File: src/rtl/fixed_point_pkg.sv
// Shared fixed-point definitions for the Q3.28 datapath (multiplier and divider):
// default widths, saturation constants, FSM state encoding and sign helpers.
package fixed_point_pkg;

  localparam int DEF_W    = 32;
  localparam int DEF_FRAC = 28;

  localparam logic [DEF_W-1:0] SAT_POS = 32'h7FFF_FFFF;
  localparam logic [DEF_W-1:0] SAT_NEG = 32'h8000_0000;

  typedef enum logic [1:0] {
    IDLE = 2'd0,
    CALC = 2'd1,
    DONE = 2'd2
  } fsm_state_e;

  // Two's-complement negation.
  function automatic logic [DEF_W-1:0] fx_negate(input logic [DEF_W-1:0] x);
    return ~x + 32'd1;
  endfunction

  // Unsigned magnitude; the most negative value maps to 0x80000000 unsigned.
  function automatic logic [DEF_W-1:0] fx_abs(input logic [DEF_W-1:0] x);
    logic [DEF_W-1:0] r;
    if (x[DEF_W-1]) begin
      r = fx_negate(x);
    end else begin
      r = x;
    end
    return r;
  endfunction

endpackage

File: src/rtl/fixed_point_divider_div_step.sv
// One restoring-division step: shift the next dividend bit into the remainder
// and subtract the divisor when it fits. Purely combinational.
module div_step #(
  parameter int W = 32
) (
  input  logic [W:0]   rem,
  input  logic         din,
  input  logic [W-1:0] divisor,
  output logic [W:0]   rem_next,
  output logic         q_bit
);

  logic [W:0] shifted_s;
  logic [W:0] diff_s;

  // Trial subtraction; a set rem[W] means the shifted value exceeds any divisor.
  always_comb begin
    shifted_s = {rem[W-1:0], din};
    diff_s    = shifted_s - {1'b0, divisor};
    if (rem[W] || (shifted_s >= {1'b0, divisor})) begin
      rem_next = diff_s;
      q_bit    = 1'b1;
    end else begin
      rem_next = shifted_s;
      q_bit    = 1'b0;
    end
  end

endmodule

File: src/rtl/fixed_point_divider.sv
// Iterative signed Q3.28 divider: sign-magnitude restoring division, one
// quotient bit per clock, saturating result, valid/ready on both sides.
module fixed_point_divider
  import fixed_point_pkg::*;
#(
  parameter int W    = DEF_W,
  parameter int FRAC = DEF_FRAC
) (
  input  logic         clk,
  input  logic         rst_n,
  input  logic         in_valid,
  output logic         in_ready,
  input  logic [W-1:0] a,
  input  logic [W-1:0] b,
  output logic         out_valid,
  input  logic         out_ready,
  output logic [W-1:0] result,
  output logic         div_by_zero,
  output logic         overflow
);

  localparam int NBITS = W + FRAC;
  localparam int CNT_W = $clog2(NBITS + 1);

  localparam logic [1:0] S_IDLE = IDLE;
  localparam logic [1:0] S_CALC = CALC;
  localparam logic [1:0] S_DONE = DONE;

  logic [1:0]       state_r;
  logic [CNT_W-1:0] count_r;
  logic [NBITS-1:0] dividend_r;
  logic [NBITS-1:0] quot_r;
  logic [W:0]       rem_r;
  logic [W-1:0]     divisor_r;
  logic             sign_r;
  logic             dbz_r;

  logic             in_ready_r;
  logic             out_valid_r;
  logic [W-1:0]     result_r;
  logic             div_by_zero_r;
  logic             overflow_r;

  logic [W:0]       rem_next_s;
  logic             q_bit_s;
  logic [NBITS:0]   q_next_s;
  logic [W-1:0]     mag_s;
  logic             mag_big_s;
  logic [W-1:0]     fin_result_s;
  logic             fin_ovf_s;

  div_step #(.W(W)) u_div_step (
    .rem      (rem_r),
    .din      (dividend_r[NBITS-1]),
    .divisor  (divisor_r),
    .rem_next (rem_next_s),
    .q_bit    (q_bit_s)
  );

  assign q_next_s = {quot_r, q_bit_s};

  // Sign application and saturation of the final magnitude quotient.
  always_comb begin
    mag_s        = q_next_s[W-1:0];
    mag_big_s    = |q_next_s[NBITS:W];
    fin_result_s = {W{1'b0}};
    fin_ovf_s    = 1'b0;
    if (mag_big_s || (mag_s > SAT_POS)) begin
      // Exactly 2^31 with a negative sign is representable as 0x80000000.
      if (sign_r && !mag_big_s && (mag_s == SAT_NEG)) begin
        fin_result_s = SAT_NEG;
        fin_ovf_s    = 1'b0;
      end else begin
        fin_result_s = sign_r ? SAT_NEG : SAT_POS;
        fin_ovf_s    = 1'b1;
      end
    end else begin
      fin_result_s = sign_r ? fx_negate(mag_s) : mag_s;
      fin_ovf_s    = 1'b0;
    end
  end

  // Handshake FSM, iteration control and registered outputs.
  always_ff @(posedge clk or negedge rst_n) begin
    if (!rst_n) begin
      state_r       <= S_IDLE;
      count_r       <= {CNT_W{1'b0}};
      dividend_r    <= {NBITS{1'b0}};
      quot_r        <= {NBITS{1'b0}};
      rem_r         <= {(W+1){1'b0}};
      divisor_r     <= {W{1'b0}};
      sign_r        <= 1'b0;
      dbz_r         <= 1'b0;
      in_ready_r    <= 1'b1;
      out_valid_r   <= 1'b0;
      result_r      <= {W{1'b0}};
      div_by_zero_r <= 1'b0;
      overflow_r    <= 1'b0;
    end else begin
      case (state_r)
        S_IDLE: begin
          if (in_valid) begin
            divisor_r  <= fx_abs(b);
            dividend_r <= {fx_abs(a), {FRAC{1'b0}}};
            rem_r      <= {(W+1){1'b0}};
            quot_r     <= {NBITS{1'b0}};
            in_ready_r <= 1'b0;
            state_r    <= S_CALC;
            if (b == {W{1'b0}}) begin
              // Divide by zero spends one cycle in CALC, then reports.
              dbz_r   <= 1'b1;
              sign_r  <= a[W-1];
              count_r <= CNT_W'(1);
            end else begin
              dbz_r   <= 1'b0;
              sign_r  <= a[W-1] ^ b[W-1];
              count_r <= CNT_W'(NBITS);
            end
          end
        end
        S_CALC: begin
          if (dbz_r) begin
            state_r       <= S_DONE;
            out_valid_r   <= 1'b1;
            result_r      <= sign_r ? SAT_NEG : SAT_POS;
            div_by_zero_r <= 1'b1;
            overflow_r    <= 1'b1;
          end else begin
            rem_r      <= rem_next_s;
            quot_r     <= q_next_s[NBITS-1:0];
            dividend_r <= {dividend_r[NBITS-2:0], 1'b0};
            count_r    <= count_r - CNT_W'(1);
            if (count_r == CNT_W'(1)) begin
              state_r       <= S_DONE;
              out_valid_r   <= 1'b1;
              result_r      <= fin_result_s;
              div_by_zero_r <= 1'b0;
              overflow_r    <= fin_ovf_s;
            end
          end
        end
        S_DONE: begin
          if (out_ready) begin
            state_r     <= S_IDLE;
            out_valid_r <= 1'b0;
            in_ready_r  <= 1'b1;
          end
        end
        default: begin
          state_r     <= S_IDLE;
          out_valid_r <= 1'b0;
          in_ready_r  <= 1'b1;
        end
      endcase
    end
  end

  assign in_ready    = in_ready_r;
  assign out_valid   = out_valid_r;
  assign result      = result_r;
  assign div_by_zero = div_by_zero_r;
  assign overflow    = overflow_r;

endmodule
File: config.mk
export PLATFORM = sky130hd
export DESIGN_NAME = fixed_point_divider
export DESIGN_NICKNAME = d
export VERILOG_FILES = /design/src/rtl/fixed_point_pkg.sv /design/src/rtl/fixed_point_divider_div_step.sv /design/src/rtl/fixed_point_divider.sv
export SDC_FILE = /design/constraint.sdc
export NUM_CORES = 1
export LEC_CHECK = 0
export CORE_ASPECT_RATIO = 0.9
export CORE_MARGIN = 2
export CORE_UTILIZATION = 60
export DETAILED_ROUTE_END_ITERATION = 16
export GPL_TIMING_DRIVEN = 0
export PLACE_DENSITY = 0.88
export SETUP_SLACK_MARGIN = 0.2
export SYNTH_ARGS = -nofsm -noshare
export SYNTH_HDL_FRONTEND = slang
export SYNTH_SLANG_ARGS = --single-unit
File: constraint.sdc
create_clock -name clk -period 10.55 [get_ports clk]
set_input_delay 2.6375 -clock clk [delete_from_list [all_inputs] [get_ports clk]]
set_output_delay 2.6375 -clock clk [all_outputs]
set_load 0.005 [all_outputs]
* Word-level counts from Yosys, hierarchy flattened
Cells that the tools add are included.
** Storage, ports and cells
- Logic and storage cells :: 93
- Memories kept :: 0
- Output and inout port bits :: 36
- Register bits after elaboration :: 231
- Bits in writable memories :: 0
- Input bits :: 68
- Memory bits (read-only) :: 0
- Bits in latches :: 0
** Operators by class
- Bitwise operators :: 6
- Div/mod/pow operators :: 0
- Order comparisons :: 2
- Eq/ne operators :: 8
- Add/subtract/negate cells :: 5
- Multiply operators :: 0
- Shifts and indexed selects :: 0
- Reductions and logical operators :: 16
- Muxes and demuxes :: 43
** Operator list (number)
- $mux W32 :: 8
- $mux W60 :: 4
- $pmux W60 S2 :: 2
- $mux W33 :: 3
- $add A32 B1 Y32 const B :: 3
- $not A32 Y32 :: 3
- $pmux W33 S2 :: 1
- $ge A33 B32 Y1 :: 1
- $sub A33 B32 Y33 :: 1
- $eq A32 B32 Y1 const B :: 1
- $gt A32 B31 Y1 const B :: 1
- $logic_not A32 Y1 :: 1
- $reduce_or A29 Y1 :: 1
- $mux W6 :: 3
- $mux W1 :: 14
- $pmux W6 S2 :: 1
- $reduce_and A3 Y1 :: 4
- $mux W2 :: 4
- $eq A6 B1 Y1 const B :: 1
- $ne A2 B2 Y1 const B :: 3
- $pmux W1 S3 :: 2
- $pmux W2 S3 :: 1
- $sub A6 B1 Y6 const B :: 1
- $reduce_and A2 Y1 :: 2
- 10 further kinds :: 14

* Logic depth before layout (Yosys ltp)
- Depth after elaboration :: 9
- Gate-level depth with buffers :: 23
- Mapped depth without buffers :: 19

* Modules after synthesis
A second synthesis with hierarchy kept.
** Second synthesis, totals
- Cells, all modules :: 1385
- Area, all modules :: 12245.5 um^2
** By module, submodules not included
- fixed_point_divider :: area an instance 10007.1 um^2, seq. area each 5081.1 um^2, instances 1, cells an instance 1043
- div_step :: area an instance 2238.4 um^2, seq. area each 0.0 um^2, instances 1, cells an instance 342

* Worst setup path before layout
Ideal clock, no wire load.
- Path type :: input-to-reg
- Start point :: input port b[14]
- End point :: register count_r[2]
- Path buffers :: 0
- Stages :: 8
- Setup slack :: 5.811 ns
- Data required time :: 10.429 ns
- Data arrival time :: 4.618 ns
- Library setup time :: 0.121 ns
- Cell sequence :: or4_4 nor4_2 nand2b_1 or4_4 or3_4 nand2_2 o21ai_0 a22o_1
** Between the ends
- Cells in the longest elaborated chain, start to end :: 4
** Ends and longest elaborated chain
- from (decl) :: RTL line fixed_point_divider.sv:14 : input logic [W-1:0] b,
- $logic_not A32 Y1 :: RTL line fixed_point_divider.sv:109 : if (b == {W{1'b0}}) begin
- $mux W6 :: RTL line fixed_point_divider.sv:109
- $mux W6 :: RTL line fixed_point_divider.sv:102 : if (in_valid) begin
- $pmux W6 S2 :: RTL line fixed_point_divider.sv:100 : case (state_r)
- to (signal assigned) :: RTL line fixed_point_divider.sv:87 : count_r <= {CNT_W{1'b0}};
- to (signal assigned) :: RTL line fixed_point_divider.sv:117 : count_r <= CNT_W'(NBITS);
- to (signal assigned) :: RTL line fixed_point_divider.sv:132 : count_r <= count_r - CNT_W'(1);
- to (decl) :: RTL line fixed_point_divider.sv:30 : logic [CNT_W-1:0] count_r;
No other way between the ends. The select of a mux whose other input is x is not followed.
A chain may end at the register's enable or synchronous reset.

* Worst setup path in the final report
- Start point :: register rem_r[14]
- End point :: register overflow_r (netlist: overflow)
** Between the ends
- Cells in the longest elaborated chain, start to end :: 9
- Elaborated cells between the ends (all ways) :: 11
- Classes of those cells :: order compare (2); eq/ne (1); mux (5); reduce/logical (3)
** Ends and longest elaborated chain
- from (decl) :: RTL line fixed_point_divider.sv:33 : logic [W:0] rem_r;
- from (signal assigned) :: RTL line fixed_point_divider.sv:90 : rem_r <= {(W+1){1'b0}};
- from (signal assigned) :: RTL line fixed_point_divider.sv:105 : rem_r <= {(W+1){1'b0}};
- from (signal assigned) :: RTL line fixed_point_divider.sv:129 : rem_r <= rem_next_s;
- $ge A33 B32 Y1 * :: RTL line fixed_point_divider_div_step.sv:20 : if (rem[W] || (shifted_s >= {1'b0, divisor})) begin
- $logic_or A1 B1 Y1 * :: RTL line fixed_point_divider_div_step.sv:20
- $mux W1 * :: RTL line fixed_point_divider_div_step.sv:20
- branches (longest 3 deep; another with $gt A32 B31 Y1)
- $mux W1 * :: RTL line fixed_point_divider.sv:68 : if (mag_big_s || (mag_s > SAT_POS)) begin
- $mux W1 * :: RTL line fixed_point_divider.sv:133 : if (count_r == CNT_W'(1)) begin
- $mux W1 * :: RTL line fixed_point_divider.sv:122 : if (dbz_r) begin
- to (signal assigned) :: RTL line fixed_point_divider.sv:138 : overflow_r <= fin_ovf_s;
- to (decl) :: RTL line fixed_point_divider.sv:42 : logic overflow_r;
Every way passes the cells marked *. The select of a mux whose other input is x is not followed.

==> results.json <==
{
  "reg2reg_slack_ps": 5050,
  "finalInstanceArea_um2": 14410,
  "number_of_global_route_vias_before_repair": 11250,
  "grt_antenna_before_repair": 0,
  "worst_hold_path_type": "reg2reg",
  "routed_via_count": 11790,
  "finalWeightedCongestion": 0.9839,
  "setup_slack_ps": 5047,
  "root_buffer": "clkbuf_16",
  "most_common_flop_cell_mapped_by_yosys": "dfrtp_1",
  "seq_area_frac_synth_pct": 41.27,
  "whs_path_depth": 1,
  "worstHoldStart": "count_r[5]$_DFFE_PN0P_",
  "final-setup-viol-count": 0,
  "floorplan.initialDensity_pct": 61.41,
  "post_synth_most_frequent_cells": "202 x dfrtp_1, 189 x nand2_1, 162 x o21ai_0",
  "grt_pass1_wl_um": 58210,
  "vias_per_cell": 6.455,
  "die_x_um": 155.0,
  "switchingPower_mw": 2.271,
  "power_leakage_nw": 6.119,
  "regToRegStartpoint": "rem_r[14]$_DFFE_PN0P_",
  "syn-instance-count": 1430,
  "p_sw_share_pct": 45.66,
  "yosys-top-cells-area": "dfrtp_1 41%, o21ai_0 6.6%, nand2_1 5.8%",
  "final.setup.tns_ps": 0,
  "synthesis.area_um2": 12310,
  "slew_violations": 0,
  "outcome": "finished, final reports clean",
  "cts-resized-gates": 0,
  "cts_buffer_depth": 3,
  "synthMostInstantiatedCell": "dfrtp_1",
  "postSynthNetCount": 1536,
  "synth.avg_cell_area_um2": 8.610,
  "area.growth.synth_to_final_pct": 17.00,
  "grt_use_total_pct": 33.16,
  "postSynth.asyncResetShare_pct": 100.0,
  "detailedPlacementHpwl_um": 26270,
  "r2r_cells": 21,
  "yosys.area.top_type_share_pct": 41.06,
  "cts_post_setup_buffers_inserted": 0,
  "synth_cell_types": 81,
  "pwr_density_cell_nw_per_um2": 345.2,
  "synthDominantAreaCellType": "dfrtp_1",
  "cts-hold-fix-buffers": 0,
  "portion_of_total_power_attributed_to_combinational_logic_pct": 56.2,
  "intPower_mw": 2.702,
  "utilization_pct": 71.85,
  "first_iter_violations": 967,
  "worstMarginPinSlew_ps": 1064,
  "cts_made_buffers": 23,
  "drt_drc_violations_left": 0,
  "crit_type": "reg2reg",
  "critical_path.reg2reg.endpoint": "overflow$_DFFE_PN0P_",
  "antenna-diode-count": 0,
  "boundaryPins": 104,
  "grt_remaining_overflow": 0,
  "drt-wirelength-per-cell_um": 19.58,
  "placed_area_um2": 13690,
  "ant_nets": 0,
  "final_count_of_hold_timing_violations": 0,
  "ir_drop_v": 0.0001591,
  "pre_cts_slack_ps": 4761,
  "final_layout_size_suffix_gt1_share_pct": 5.283,
  "ctsHtreeMaxLevel": 1,
  "synth-edff-count": 0,
  "cap_viol_max_count": 0,
  "drt_pre_antenna_iters": 5,
  "clock_power_share_pct": 15.3,
  "timing.slew.headroom_pct": 28.44,
  "fp-row-count": 49,
  "dpl.cell_count": 1789,
  "synth_seq_cells": 203,
  "crit_fanout": 10,
  "end_kind": "flop",
  "worst_clock_skew_ps": 12.75,
  "holdWs_ps": 472.8,
  "fillerInstances": 1507,
  "clkSlewWorstSetupHoldPaths_ps": 60,
  "maxClockFrequency_mhz": 181.7,
  "die_h_um": 139.9,
  "detail_route.wirelength_um": 35750,
  "seqPwrFrac_pct": 28.5,
  "arrival_ps": 5900,
  "final.min_clock_period_ps": 5503,
  "final.period_utilization_pct": 52.16,
  "layoutNonFillerInstCount": 1826,
  "clk-insertion-delay-late_ps": 510,
  "worstSetupStartpointType": "flop",
  "tritoncts_num_sinks": 203,
  "tritoncts": "yes",
  "min_delay_worst_endpoint": "count_r[5]$_DFFE_PN0P_",
  "core_region_area_um2": 20050,
  "numPortBuffers": 103,
  "design.die.area_um2": 21680,
  "pin_count_of_the_biggest_net_entering_global_routing": 116,
  "finalPower_mw": 4.973,
  "synth.yosys.warnings": 0,
  "critical_path_required_ps": 10940,
  "layout_net_count": 1665,
  "grt_setup_unrepaired": "false"
}
cell usage in the layout, fill, tap and decap left out, types with 27 or more instances in the layout:
cell type | netlist | layout
a21oi_1 | 121 | 121
a22o_1 | 66 | 66
clkbuf_1 | 71 | 73
clkdlybuf4s50_1 | 0 | 102
dfrtp_1 | 202 | 202
ha_1 | 37 | 37
inv_1 | 53 | 53
nand2_1 | 189 | 189
nor2_1 | 107 | 107
nor3_1 | 27 | 27
o21ai_0 | 162 | 162
o31ai_1 | 32 | 32
xor2_1 | 55 | 55
per-layer routing:
layer	track usage (%)	share of wire, %	up-vias
li1	-	-	5420
met1	46.23	43	5709
met2	53.01	46	569
met3	6.776	9.2	89
met4	9.308	2.6	0
met5	0	0	-
worst max-delay path by stage:
stage,start,end,slack (ps)
after floorplan,b[14],count_r[2]$_DFFE_PN0P_,5810
after global routing,rem_r[14]$_DFFE_PN0P_,overflow$_DFFE_PN0P_,4820
after global placement,rst_n,dividend_r[38]$_DFFE_PN0P_,-1410
after CTS,rem_r[14]$_DFFE_PN0P_,overflow$_DFFE_PN0P_,5190
after detailed placement,in_valid,dividend_r[57]$_DFFE_PN0P_,4760
final,rem_r[14]$_DFFE_PN0P_,overflow$_DFFE_PN0P_,5050
flip-flops by register name (all words and copies together), names as in the netlist:
register,flops
overflow,1
in_ready,1
out_valid,1
state_r,2
div_by_zero,1
count_r,6
divisor_r,32
quot_r,60
rem_r,33
sign_r,1
result,32
dividend_r,32
dbz_r,1
kinds of logic after synthesis:
family	count (synthesis)	share of synthesized area (%)
adders and majority gates	38	3.923
xor gates and xnor gates	79	5.620
AOI/OAI and AO/OA	513	26.70
and+or+nand+nor	450	17.44
DFF	203	41.27
buffers and inverters	141	4.563
muxes	6	0.4878
power groups by stage:
stage / Clock [mW] / Combinational (mW) / Sequential [mW]
2_1_floorplan: 0 / 2.01 / 1.31
3_3_place_gp: 0 / 2.63 / 1.40
3_5_place_dp: 0 / 2.72 / 1.41
4_1_cts: 0.764 / 2.74 / 1.40
5_1_grt: 0.797 / 3.08 / 1.45
6_report: 0.759 / 2.80 / 1.42
final cells by class:
| cell class | instances | area (um^2) | share of cell area (%) |
|---|---|---|---|
| multi-input cells | 1086 | 6674 | 46.33 |
| repair buffers | 104 | 1064 | 7.383 |
| well taps | 255 | 319.1 | 2.215 |
| clock buffers | 29 | 638.1 | 4.430 |
| clock inverters | 8 | 67.56 | 0.4690 |
| plain buffers | 87 | 354.1 | 2.458 |
| inverters | 54 | 207.7 | 1.442 |
| flip-flops and latches | 203 | 5081 | 35.27 |
critical path: stages, from the launching register on:
cell	delay [ps]
dfrtp_1	410
ha_1	380
and3_1	260
and2_1	180
a221o_1	390
a21boi_1	200
o211ai_2	160
a31o_1	250
buf_4	190
clkinv_4	90
buf_6	180
buf_4	210
ha_1	190
inv_1	70
or3_4	430
nor3_2	160
nand3_1	210
nor3_4	370
nand2_1	100
o31ai_1	530
a41oi_1	190
o22a_1	210
No activity file was read; power rests on OpenSTA's default activity.
